===== src/rtl/wrr_arbiter_pkg.sv =====
// Shared types and helpers for the weighted round-robin arbiter.
// Helpers work on a fixed maximum width; callers truncate to their own WIDTH.
package arb_pkg;

   localparam int ARB_MAX_W   = 64;
   localparam int ARB_MAX_IDW = 6;

   typedef enum logic {
      ARB_RR  = 1'b0,
      ARB_WRR = 1'b1
   } arb_mode_e;

   typedef enum logic {
      ST_IDLE  = 1'b0,
      ST_OWNED = 1'b1
   } arb_state_e;

   function automatic logic [ARB_MAX_IDW-1:0] onehot2bin(input logic [ARB_MAX_W-1:0] v);
      logic [ARB_MAX_IDW-1:0] b;
      b = '0;
      for (int i = 0; i < ARB_MAX_W; i++) begin
         if (v[i]) b = b | ARB_MAX_IDW'(i);
      end
      return b;
   endfunction

   // Rotates a one-hot vector left by one within the low w bits.
   function automatic logic [ARB_MAX_W-1:0] rotl1(input logic [ARB_MAX_W-1:0] v, input int w);
      logic [ARB_MAX_W-1:0] r;
      r = '0;
      for (int i = 0; i < ARB_MAX_W; i++) begin
         if (i < w) begin
            if (i == w - 1) r[0] = v[i];
            else            r[i+1] = v[i];
         end
      end
      return r;
   endfunction

endpackage


===== src/rtl/wrr_arbiter_if.sv =====
// Request/grant bundle between requestors and the weighted round-robin arbiter.
interface wrr_arbiter_if #(
   parameter  int WIDTH = 8,
   parameter  int CW    = 4,
   localparam int IDW   = $clog2(WIDTH)
);
   logic [WIDTH-1:0]    req;
   logic [WIDTH*CW-1:0] weight;
   logic                mode;
   logic                lock;
   logic [WIDTH-1:0]    grant;
   logic                grant_valid;
   logic [IDW-1:0]      grant_id;

   modport master (
      output req, weight, mode, lock,
      input  grant, grant_valid, grant_id
   );

   modport slave (
      input  req, weight, mode, lock,
      output grant, grant_valid, grant_id
   );
endinterface


===== src/rtl/wrr_arbiter_fixed.sv =====
// Combinational fixed-priority pick starting at a one-hot base, wrapping at the top.
module fixed_arbiter #(
   parameter int WIDTH = 8
) (
   input  logic [WIDTH-1:0] req,
   input  logic [WIDTH-1:0] base,
   output logic [WIDTH-1:0] grant
);
   logic [2*WIDTH-1:0] dreq;
   logic [2*WIDTH-1:0] dgnt;

   // Doubling the request vector turns the wrap-around search into a plain borrow chain.
   assign dreq  = {req, req};
   assign dgnt  = dreq & ~(dreq - {{WIDTH{1'b0}}, base});
   assign grant = dgnt[WIDTH-1:0] | dgnt[2*WIDTH-1:WIDTH];
endmodule


===== src/rtl/wrr_arbiter.sv =====
// Registered weighted round-robin arbiter; grant is held for a credit burst or under lock.
//
// state    | meaning
// ST_IDLE  | grant_valid=0, nobody owns the resource
// ST_OWNED | grant_valid=1, grant_id owns it; credit counts down the burst
module wrr_arbiter
   import arb_pkg::*;
#(
   parameter  int WIDTH = 8,
   parameter  int CW    = 4,
   localparam int IDW   = $clog2(WIDTH)
) (
   input  logic          clk,
   input  logic          rst_n,
   wrr_arbiter_if.slave  bus
);

   logic [WIDTH-1:0] ptr_q,   ptr_d;
   logic [WIDTH-1:0] grant_q, grant_d;
   logic [IDW-1:0]   id_q,    id_d;
   logic             valid_q, valid_d;
   logic [CW-1:0]    credit_q, credit_d;

   logic [WIDTH-1:0] winner;
   logic [IDW-1:0]   win_id;
   logic [CW-1:0]    win_weight;
   arb_state_e       state;
   logic             wrr_active;
   logic             keep;

   fixed_arbiter #(.WIDTH(WIDTH)) u_pick (
      .req   (bus.req),
      .base  (ptr_q),
      .grant (winner)
   );

   assign state      = arb_state_e'(valid_q);
   assign win_id     = IDW'(onehot2bin(ARB_MAX_W'(winner)));
   assign win_weight = bus.weight[int'(win_id)*CW +: CW];
   assign wrr_active = (arb_mode_e'(bus.mode) == ARB_WRR) && (credit_q > CW'(1));
   assign keep       = (state == ST_OWNED) && bus.req[id_q] && (bus.lock || wrr_active);

   always_comb begin
      ptr_d    = ptr_q;
      grant_d  = grant_q;
      id_d     = id_q;
      valid_d  = valid_q;
      credit_d = credit_q;
      if (keep) begin
         // Under lock the credit parks at 1 so release re-arbitrates immediately.
         if (credit_q > CW'(1)) credit_d = credit_q - CW'(1);
      end else if (|bus.req) begin
         grant_d  = winner;
         id_d     = win_id;
         valid_d  = 1'b1;
         credit_d = (win_weight == '0) ? CW'(1) : win_weight;
         ptr_d    = WIDTH'(rotl1(ARB_MAX_W'(winner), WIDTH));
      end else begin
         grant_d = '0;
         valid_d = 1'b0;
      end
   end

   always_ff @(posedge clk or negedge rst_n) begin
      if (!rst_n) begin
         ptr_q    <= WIDTH'(1);
         grant_q  <= '0;
         id_q     <= '0;
         valid_q  <= 1'b0;
         credit_q <= '0;
      end else begin
         ptr_q    <= ptr_d;
         grant_q  <= grant_d;
         id_q     <= id_d;
         valid_q  <= valid_d;
         credit_q <= credit_d;
      end
   end

   assign bus.grant       = grant_q;
   assign bus.grant_valid = valid_q;
   assign bus.grant_id    = id_q;

endmodule

===== src/flat_wrapper.sv =====
// flat-port wrapper written by rule: the top's interface ports become plain ports
module wrr_arbiter_flat import arb_pkg::*;
#(
   parameter  int WIDTH = 8,
   parameter  int CW    = 4,
   localparam int IDW   = $clog2(WIDTH)
)
  (clk, rst_n, bus_req, bus_weight, bus_mode, bus_lock, bus_grant, bus_grant_valid, bus_grant_id);
  wrr_arbiter_if #(.WIDTH(WIDTH), .CW(CW)) bus_i ();
  input  logic clk;
  input  logic rst_n;
  input wire logic [$bits(bus_i.req)-1:0] bus_req;
  input wire logic [$bits(bus_i.weight)-1:0] bus_weight;
  input wire logic [$bits(bus_i.mode)-1:0] bus_mode;
  input wire logic [$bits(bus_i.lock)-1:0] bus_lock;
  output wire logic [$bits(bus_i.grant)-1:0] bus_grant;
  output wire logic [$bits(bus_i.grant_valid)-1:0] bus_grant_valid;
  output wire logic [$bits(bus_i.grant_id)-1:0] bus_grant_id;
  assign bus_i.req = bus_req;
  assign bus_i.weight = bus_weight;
  assign bus_i.mode = bus_mode;
  assign bus_i.lock = bus_lock;
  assign bus_grant = bus_i.grant;
  assign bus_grant_valid = bus_i.grant_valid;
  assign bus_grant_id = bus_i.grant_id;
  wrr_arbiter #(.WIDTH(WIDTH), .CW(CW)) u_core (.clk(clk), .rst_n(rst_n), .bus(bus_i));
endmodule

===== config.mk =====
export PLATFORM = sky130hd
export DESIGN_NAME = wrr_arbiter_flat
export DESIGN_NICKNAME = d
export VERILOG_FILES = /design/src/rtl/wrr_arbiter_pkg.sv /design/src/rtl/wrr_arbiter_if.sv /design/src/rtl/wrr_arbiter_fixed.sv /design/src/rtl/wrr_arbiter.sv /design/src/flat_wrapper.sv
export SDC_FILE = /design/constraint.sdc
export NUM_CORES = 1
export LEC_CHECK = 0
export ABC_AREA = 0
export BUFFER_PORTS_ARGS = -buffer_cell sky130_fd_sc_hd__buf_4
export CAP_MARGIN = 20
export CORE_MARGIN = 2
export CORE_UTILIZATION = 26
export CTS_CLUSTER_SIZE = 20
export DETAILED_ROUTE_END_ITERATION = 7
export GPL_TIMING_DRIVEN = 0
export HOLD_SLACK_MARGIN = 0.03
export SYNTH_ARGS = -nofsm -noshare
export SYNTH_HDL_FRONTEND = slang
export SYNTH_HIERARCHICAL = 1
export SYNTH_SLANG_ARGS = --single-unit

===== constraint.sdc =====
create_clock -name clk -period 3.9 [get_ports clk]
set_clock_uncertainty 0.1 [all_clocks]
set_input_delay 0.78 -clock clk [delete_from_list [all_inputs] [get_ports clk]]
set_output_delay 0.78 -clock clk [all_outputs]
set_load 0.05 [all_outputs]

==> out/qor.yml, run 1 <==
outcome: "finished, final reports clean"
fin_nets: 308
synthDistinctLibCells: 56
ctsHtreeMaxLevel: 1
initialDrtViolationCount: 110
async_reset_ff_frac: 1.00
synth_enable_flop_cells: 0
start_util: 0.265
die_y_um: 92.1
setup.reg_to_reg.worst_slack_ns: 0.41
yosys.area.top_type_share: 0.285
fin_worst_hold_slack_ns: 0.299
synth_fa_ha_area_frac: 0.0657
grt.met2_usage: 0.217
vias_in_the_first_global_route: 1802
synth-simple-area-share: 0.188
tritoncts_clock_tree: "yes"
crit_fanout: 10
worst_setup_path_end_kind: "flop"
synth-xor-area-share: 0.0130
synthMostInstantiatedCell: "dfrtp_1"
maxCapViolations: 0
fp-row-count: 32
worstPathCellList: "buf_4 > ha_1 > nand2_1 > o21ai_2 > a22o_4 > o31ai_1 > a32o_1 > nor4_4 > buf_6 > mux4_2 > mux2i_1 > o21ai_1 > a221oi_2"
share_of_final_layout_standard_cells_stronger_than_drive_strength_1: 0.403
fmax_mhz: 265
cp.arrival_ns: 3.85
count_of_state_elements_after_synthesis: 24
busiest_layer: "met2"
number_of_buffers_between_clock_root_and_the_deepest_sink: 2
cts_buffers: 3
portion_of_the_clock_cycle_consumed_by_the_worst_path_in_the_final_layout: 0.967
multi_input_comb_area_um2: 1320
dieWidth_um: 92.1
worst-setup-path-type: "in -> reg"
io_buffers: 55
insertion_delay_ns: 0.27
critPathMaxStageDelay_ns: 0.50
average_cell_area_after_synthesis_um2: 10.6
ctsRootBufferMaster: "clkbuf_8"
worst-slew-pin-transition_ns: 0.631
syn-instance-count: 190
syn_area_um2: 2020
finalHoldViolations: 0
muxShareOfSynthArea: 0.172
timing.final.setup_violations: 0
first_pass_grt_wire_length_um: 8830
use_met3: 0.0222
synth_area_leader_cell: "dfrtp_1"
mappedNetlistNets: 244
area.sequential_um2: 602
final_period_minus_worst_setup_slack_ns: 3.77
cts_hold_buffers: 0
critPathRequiredTime_ns: 3.98
crit_path_max_delay_cell_type: "mux4_2"
finish.cell_count_without_fillers: 355
irDropWorstVdd_v: 0.000453
globalRoute.totalOverflow: 0
via_per_inst: 4.93
antenna_left: 0
use_met1: 0.174
cts_num_sinks: 24
synth_top_family_by_area: "compound AO/OA/AOI/OAI gates"
drc_errors: 0
cp-start-kind: "input port"
slew_viol_final: 0
r2r.worst_path.cells: 13
place.detailed.instances: 347
grt_usage: 0.127
n_fill_cell: 816
yosys-top-cells-area: "dfrtp_1 (29%), mux4_2 (6.7%), ha_1 (5.6%), mux2_2 (3.9%), a22o_1 (3.0%)"
io-pin-count: 56
vias_after_detailed_routing: 1751
area_growth_pct: 32.2
routed_wire_length_per_instance_um: 15.1
rr_endpoint: "u_core/credit_q[0]"
clkTransAtPathRegs_ns: 0.08
ys.warnings.count: 6
synth_top_cells_by_count: "dfrtp_1 (23), inv_1 (12), o21ai_0 (11)"
synth_sequential_area_ratio: 0.298
p_leak_uw: 0.00120
worstReg2RegStart: "u_core/ptr_q[2]"
overall_routed_net_length_um: 5380
antenna_cells: 0
worst_hold_path_type: "in -> async"
antenna_found_initial: 0
rsz0062_at_grt: "no"
dr.pass1.iters: 4
dpl.hpwl_um: 4240
power-per-cell-area_nw_per_um2: 859
post_synthesis_compound_gate_area_fraction: 0.211
synth-main-ff-cell: "dfrtp_1"
grt_max_degree: 25
gp_routability_congestion: 0.841
standard_cell_core_area_um2: 7610
design.die.area_um2: 8480
timing.slew.headroom: 0.575
## where the power goes
part	switching, uW	internal (uW)
clock network	81.3	137
registers	76.3	366
logic	866	763
## final cells by class
type | count | share of cell area
Multi-Input combinational cell | 148 | 0.494
Sequential cell | 24 | 0.226
Timing Repair Buffer | 59 | 0.166
Tap cell | 102 | 0.0478
Buffer | 6 | 0.0230
Inverter | 12 | 0.0169
Clock buffer | 3 | 0.0155
Clock inverter | 1 | 0.0113
## layout by cell type, fill, tap and decap left out, types with 6 or more instances in the layout
cell,instances
buf_4,59
a21o_1,6
a22o_1,7
inv_1,12
mux4_2,6
dfrtp_1,23
mux2_2,7
o21ai_0,11
ha_1,9
nor2_1,6
nand2_1,10
nor3_1,7
## critical path, delay by kind of cell
family	cells	cell delay, ns
and+or+nand+nor	2	0.42
buffers and inverters	2	0.35
AOI/OAI and AO/OA	6	1.18
adders and majority gates	1	0.34
muxes	2	0.77
## sequential cells by signal, indices dropped and copies added, names as in the netlist
register                flops
u_core/bus.grant            8
u_core/bus.grant_id         3
u_core/bus.grant_valid      1
u_core/credit_q             4
u_core/ptr_q                8
## stage by stage
stage	setup TNS [ns]	setup slack, ns	cell area [um2]	utilization	power [uW]
CTS	0	0.116	2660	0.350	2300
detailed placement	-1.19	-0.378	2560	0.336	2030
global route	0	0.00607	2670	0.351	2460
finish	0	0.130	2670	0.351	2290
global placement	-1.06	-0.352	2560	0.336	2010
floorplan	0	0.275	2020	-	1660
## layer usage
layer / vias up / wire (um)
met2: 24 / 2640
met5: - / 0
met3: 4 / 146
li1: 871 / -
met4: 0 / 22
met1: 852 / 2570
## logic make-up (layout without fill, tap and decap cells)
group,Yosys count,in the layout
AO/OA/AOI/OAI,54,54
AND/OR/NAND/NOR,59,59
buffers and inverters,18,81
flip-flops,24,24
XOR/XNOR,3,3
multiplexers,22,22
adder cells (fa/ha/maj),10,10
## worst max-delay path by stage
stage / slack (ns) / startpoint / end / depth (start not counted)
global placement: -0.35 / bus_req[2] / u_core/credit_q[0] / 13
CTS: 0.12 / bus_req[2] / u_core/credit_q[0] / 13
finish: 0.13 / bus_req[2] / u_core/credit_q[0] / 13
detailed placement: -0.38 / bus_req[2] / u_core/credit_q[0] / 13
floorplan: 0.27 / bus_req[2] / u_core/credit_q[3] / 12
global route: 0.006 / bus_req[2] / u_core/credit_q[0] / 13
## what timing repair did
item / in CTS / in global routing
gates resized for setup: 0 / 2
setup buffers: 4 / 0
endpoints found under the hold margin: 0 / 0
endpoints found under the setup margin: 2 / 2
pin swaps: 2 / 0
(Power assumes the default switching activity.)
==> run 2, diff against run 1 <==
Settings changed: CORE_UTILIZATION 26 to 50, PLACE_DENSITY set to 0.77.
==> run 2 against run 1 <==
Die area down 46%. Critical path depth unchanged. First-iteration DRC count down 25%. Via count up 5.2%. Count of clock-buffer cells in the layout unchanged. Global-route usage up 11 points. Wire length down 3.1%. Cell count down 13%.
==> out/qor.yml, run 2 (synthesis gave the netlist of run 1 again) <==
outcome: "finished, final reports clean"  # unchanged
worst-setup-path-type: "in -> reg"  # unchanged
insertion_delay_ns: 0.27  # about the same
cts_buffers: 3  # unchanged
timing.final.setup_violations: 0  # unchanged
layout_common_cells: "buf_4 (64), dfrtp_1 (23), inv_1 (12)"  # was buf_4 (59), dfrtp_1 (23), inv_1 (12)
standard_cell_core_area_um2: 3940  # was 7610 um2
io_buffers: 55  # unchanged
top_layer: "met4"  # unchanged
overall_routed_net_length_um: 5210  # was 5380 um
ctsHtreeMaxLevel: 1  # unchanged
cp.arrival_ns: 3.80  # was 3.85 ns
tritoncts_clock_tree: "yes"  # unchanged
grt_usage: 0.237  # was 0.127
cp_num_buf_inv: 3  # was 2
dieWidth_um: 67.5  # was 92.1 um
antenna_cells: 0  # unchanged
fp-row-count: 23  # was 32
worst-slew-pin-transition_ns: 0.593  # was 0.631 ns
utilization: 0.673  # was 0.351
io-pin-count: 56  # unchanged
timing.slew.headroom: 0.601  # was 0.575
ctsRootBufferMaster: "clkbuf_8"  # unchanged
tns_ns: 0  # unchanged
routed_wire_length_per_instance_um: 16.9  # was 15.1 um
initialDrtViolationCount: 82  # was 110
mostFrequentLayoutCell: "buf_4"  # unchanged
dpl.hpwl_um: 3920  # was 4240 um
cp-start-kind: "input port"  # unchanged
cts_num_sinks: 24  # unchanged
first_pass_grt_wire_length_um: 7920  # was 8830 um
cts_hold_buffers: 0  # unchanged
clkTransAtPathRegs_ns: 0.09  # was 0.08 ns
drc_errors: 0  # unchanged
dr.pass1.iters: 4  # unchanged
slew_viol_final: 0  # unchanged
crit_fanout: 8  # was 10
finalHoldViolations: 0  # unchanged
grt_max_degree: 25  # unchanged
worst_setup_path_end_kind: "flop"  # unchanged
die_y_um: 67.5  # was 92.1 um
p_leak_uw: 0.00122  # was 0.00120 uW
fin_nets: 313  # was 308
critPathMaxStageDelay_ns: 0.53  # was 0.50 ns
final_period_minus_worst_setup_slack_ns: 3.75  # was 3.77 ns
vias_after_detailed_routing: 1842  # was 1751
crit_family: "compound AO/OA/AOI/OAI gates"  # unchanged
met2WireLength_um: 2490  # was 2640 um
design.die.area_um2: 4560  # was 8480 um2
finish.cell_count_without_fillers: 308  # was 355
start_util: 0.512  # was 0.265
detail_route.wirelength.met1_um: 2330  # was 2570 um
via_per_inst: 5.98  # was 4.93
number_of_buffers_between_clock_root_and_the_deepest_sink: 2  # unchanged
irDropWorstVdd_v: 0.000589  # was 0.000453 V
critical-path-top-cell-by-count: "buf_4"
met3RoutedLength_um: 312  # was 146 um
share_of_final_layout_standard_cells_stronger_than_drive_strength_1: 0.419  # was 0.403
globalRoute.totalOverflow: 0  # unchanged
crit_path_max_delay_cell_type: "mux4_1"  # was mux4_2
vias_in_the_first_global_route: 1670  # was 1802
gp_routability_congestion: 0.863  # was 0.841
antenna_left: 0  # unchanged
fmax_mhz: 267  # was 265 MHz
antenna_found_initial: 0  # unchanged
portion_of_the_clock_cycle_consumed_by_the_worst_path_in_the_final_layout: 0.961  # was 0.967
power-per-cell-area_nw_per_um2: 898  # was 859 nW/um2
critPathRequiredTime_ns: 3.95  # was 3.98 ns
worst_hold_path_type: "in -> async"  # unchanged
area_growth_pct: 31.4  # was 32.2%
worstPathCellList: "buf_4 > ha_1 > a21oi_1 > o21ai_2 > a22o_4 > o2111a_2 > nor4_4 > buf_6 > buf_4 > mux4_1 > mux2i_1 > nor2_1 > a211o_1"  # was buf_4 > ha_1 > nand2_1 > o21ai_2 > a22o_4 > o31ai_1 > a32o_1 > nor4_4 > buf_6 > mux4_2 > mux2i_1 > o21ai_1 > a221oi_2
maxCapViolations: 0  # unchanged
fin_worst_hold_slack_ns: 0.290  # was 0.299 ns
place.detailed.instances: 295  # was 347
run 2: timing repair:
item                       CTS  global route
resized for setup            0             4
setup buffers                1             8
setup endpoints to repair    1             3
pin swaps                    1             2
run 2: per-layer routing:
| layer | vias up | GRT usage |
|---|---|---|
| met1 | 884 | 0.344 |
| met4 | 0 | 0.0689 |
| met3 | 8 | 0.0383 |
| li1 | 885 | - |
| met5 | - | 0 |
| met2 | 65 | 0.365 |
run 2: metrics by stage:
| step | instance area [um2] | worst slack [ns] | power (uW) |
|---|---|---|---|
| after global routing | 2650 | -0.00741 | 2550 |
| after CTS | 2570 | 0.0543 | 2250 |
| after floorplan | 2020 | 0.275 | 1660 |
| after detailed placement | 2490 | -0.301 | 2010 |
| final | 2650 | 0.151 | 2380 |
| after global placement | 2490 | -0.271 | 1980 |
run 2: final timing paths:
kind | slack (ns) | to | cells past startpoint | startpoint
max in group asynchronous | 3.13 | u_core/ptr_q[0] | 1 | rst_n
max | 0.15 | u_core/credit_q[3] | 13 | bus_req[2]
max reg2reg | 0.44 | u_core/credit_q[3] | 12 | u_core/ptr_q[4]
min | 0.29 | u_core/ptr_q[5] | 1 | rst_n
min in group clk | 0.41 | u_core/ptr_q[2] | 1 | u_core/ptr_q[2]
min reg2reg | 0.41 | u_core/ptr_q[2] | 1 | u_core/ptr_q[2]
run 2: cell type report:
type,count,area (um2)
Fill cell,321,1290
Sequential cell,24,602
Multi-Input combinational cell,148,1330
Inverter,12,45.0
Clock inverter,1,30.0
Tap cell,50,62.6
Clock buffer,3,41.3
Timing Repair Buffer,64,480
Buffer,6,61.3
run 2: where the power goes:
part           switching, uW  internal, uW
registers               80.9           366
clock network           79.4           137
logic                    894           825
total                   1050          1330
==> run 3, diff against run 2 <==
Settings changed: GPL_TIMING_DRIVEN 0 to unset, REMOVE_ABC_BUFFERS set to 1.
==> run 3 against run 2 <==
Count of clock-buffer cells in the layout is the same. Clock power barely moved. Die area is the same. Cell count down 1.9%. Largest cell class unchanged. Fmax grew 4.2%. Wire length down 1.3%. Sequential power is essentially flat. Sequential cell count stayed put.
==> out/qor.yml, run 3 (synthesis gave the netlist of run 1 again) <==
standard_cell_core_area_um2: 3940  # unchanged
worst_hold_path_type: "in -> async"  # unchanged
irDropWorstVdd_v: 0.000513  # was 0.000589 V
final_period_minus_worst_setup_slack_ns: 3.60  # was 3.75 ns
design.die.area_um2: 4560  # unchanged
tritoncts_clock_tree: "yes"  # unchanged
post_cts.resized_instances: 0  # unchanged
antenna_left: 0  # unchanged
globalRoute.totalOverflow: 0  # unchanged
utilization: 0.655  # was 0.673
initialDrtViolationCount: 90  # was 82
cts_hold_buffers: 0  # unchanged
finish.cell_count_without_fillers: 302  # was 308
worstReg2RegStart: "u_core/ptr_q[0]"  # was u_core/ptr_q[4]
finalHoldViolations: 0  # unchanged
tns_ns: 0  # unchanged
overall_routed_net_length_um: 5140  # was 5210 um
fin_nets: 307  # was 313
pre_cts_ws_ns: 0.0425  # was -0.301 ns
critical_path.startpoint: "bus_req[2]"  # unchanged
cp.arrival_ns: 3.64  # was 3.80 ns
crit_fanout: 13  # was 8
number_of_buffers_between_clock_root_and_the_deepest_sink: 2  # unchanged
antenna_found_initial: 0  # unchanged
post-route-cell-area_um2: 2580  # was 2650 um2
routed_wire_length_per_instance_um: 17.0  # was 16.9 um
dpl.hpwl_um: 4060  # was 3920 um
place.detailed.instances: 298  # was 295
cts_buffers: 3  # unchanged
worst-setup-path-type: "in -> reg"  # unchanged
critPathRequiredTime_ns: 3.94  # was 3.95 ns
gp_routability_congestion: 0.899  # was 0.863
area_growth_pct: 28.0  # was 31.4%
clkTransAtPathRegs_ns: 0.08  # was 0.09 ns
maxCapViolations: 0  # unchanged
ctsRootBufferMaster: "clkbuf_8"  # unchanged
dr.pass1.iters: 4  # unchanged
cts_num_sinks: 24  # unchanged
drc_errors: 0  # unchanged
worst-slew-pin-transition_ns: 0.723  # was 0.593 ns
via_per_inst: 5.94  # was 5.98
io-pin-count: 56  # unchanged
worst_setup_path_end_kind: "flop"  # unchanged
start_util: 0.512  # unchanged
antenna_cells: 0  # unchanged
timing.slew.headroom: 0.518  # was 0.601
layout_common_cells: "buf_4 (63), dfrtp_1 (23), inv_1 (12)"  # was buf_4 (64), dfrtp_1 (23), inv_1 (12)
power-per-cell-area_nw_per_um2: 869  # was 898 nW/um2
die_y_um: 67.5  # unchanged
dieWidth_um: 67.5  # unchanged
rsz0062_at_grt: "no"
portion_of_the_clock_cycle_consumed_by_the_worst_path_in_the_final_layout: 0.923  # was 0.961
cts_post_setup_buffers_inserted: 0  # was 1
slew_viol_final: 0  # unchanged
worst_slack_ns: 0.301  # was 0.151 ns
cp-start-kind: "input port"  # unchanged
share_of_final_layout_standard_cells_stronger_than_drive_strength_1: 0.393  # was 0.419
fp-row-count: 23  # unchanged
timing.final.setup_violations: 0  # unchanged
mostFrequentLayoutCell: "buf_4"  # unchanged
ctsHtreeMaxLevel: 1  # unchanged
grt_max_degree: 25  # unchanged
dpl_cell_area_um2: 2510  # was 2490 um2
fmax_mhz: 278  # was 267 MHz
p_leak_uw: 0.00119  # was 0.00122 uW
vias_in_the_first_global_route: 1769  # was 1670
io_buffers: 55  # unchanged
first_pass_grt_wire_length_um: 8070  # was 7920 um
grt_usage: 0.234  # was 0.237
vias_after_detailed_routing: 1793  # was 1842
insertion_delay_ns: 0.27  # about the same
outcome: "finished, final reports clean"  # unchanged
## run 3: changes by cell type in the layout (fill, tap and decap cells not counted)
cell      change
o2111a_2      -1
nor4_1        +1
buf_6         -5
mux2i_4       -1
mux2i_1       +1
buf_4         -1
buf_12        +1
o2111a_1      +1
nor4_2        -1
buf_2         -1
## run 3: power by group
part | switching, uW | internal, uW
sequential | 84.4 | 366
clock | 79.5 | 137
combinational | 853 | 726
## run 3: routing by layer
layer | global-route usage | wire length [um] | up-vias
li1 | - | - | 871
met1 | 0.303 | 2210 | 860
met2 | 0.392 | 2570 | 52
met3 | 0.0417 | 242 | 10
met4 | 0.0765 | 111 | 0
met5 | 0 | 0 | -
## run 3: critical path, cell delays in order
cell      delay, ns
buf_4          0.11
ha_1           0.33
a21oi_1        0.19
o21ai_2        0.10
a22o_4         0.25
o31a_1         0.33
nor4_4         0.29
buf_12         0.19
mux4_2         0.51
and2_2         0.20
a211oi_1       0.25
a211oi_1       0.09
## run 3: final timing paths
check | slack (ns) | cells past startpoint | to
max | 0.30 | 12 | u_core/credit_q[1]
min | 0.29 | 1 | u_core/bus.grant[3]
max reg2reg | 0.48 | 13 | u_core/credit_q[1]
min reg2reg | 0.41 | 1 | u_core/ptr_q[4]
max in group asynchronous | 3.12 | 1 | u_core/ptr_q[0]
min in group clk | 0.41 | 1 | u_core/ptr_q[4]
## run 3: through the flow
stage                     power, uW  hold WS [ns]
after detailed placement       2020         0.393
after floorplan                1570         0.379
after global placement         1990         0.392
final                          2250         0.292
after CTS                      2240         0.300
after global routing           2390         0.308
## run 3: layout make-up
type                       instances  area [um2]
sequential                        24         602
timing repair buffer              64         493
fill                             335        1360
inverter                          12        45.0
clock inverter                     1        30.0
tap                               50        62.6
clock buffer                       3        41.3
multi-input combinational        148        1310
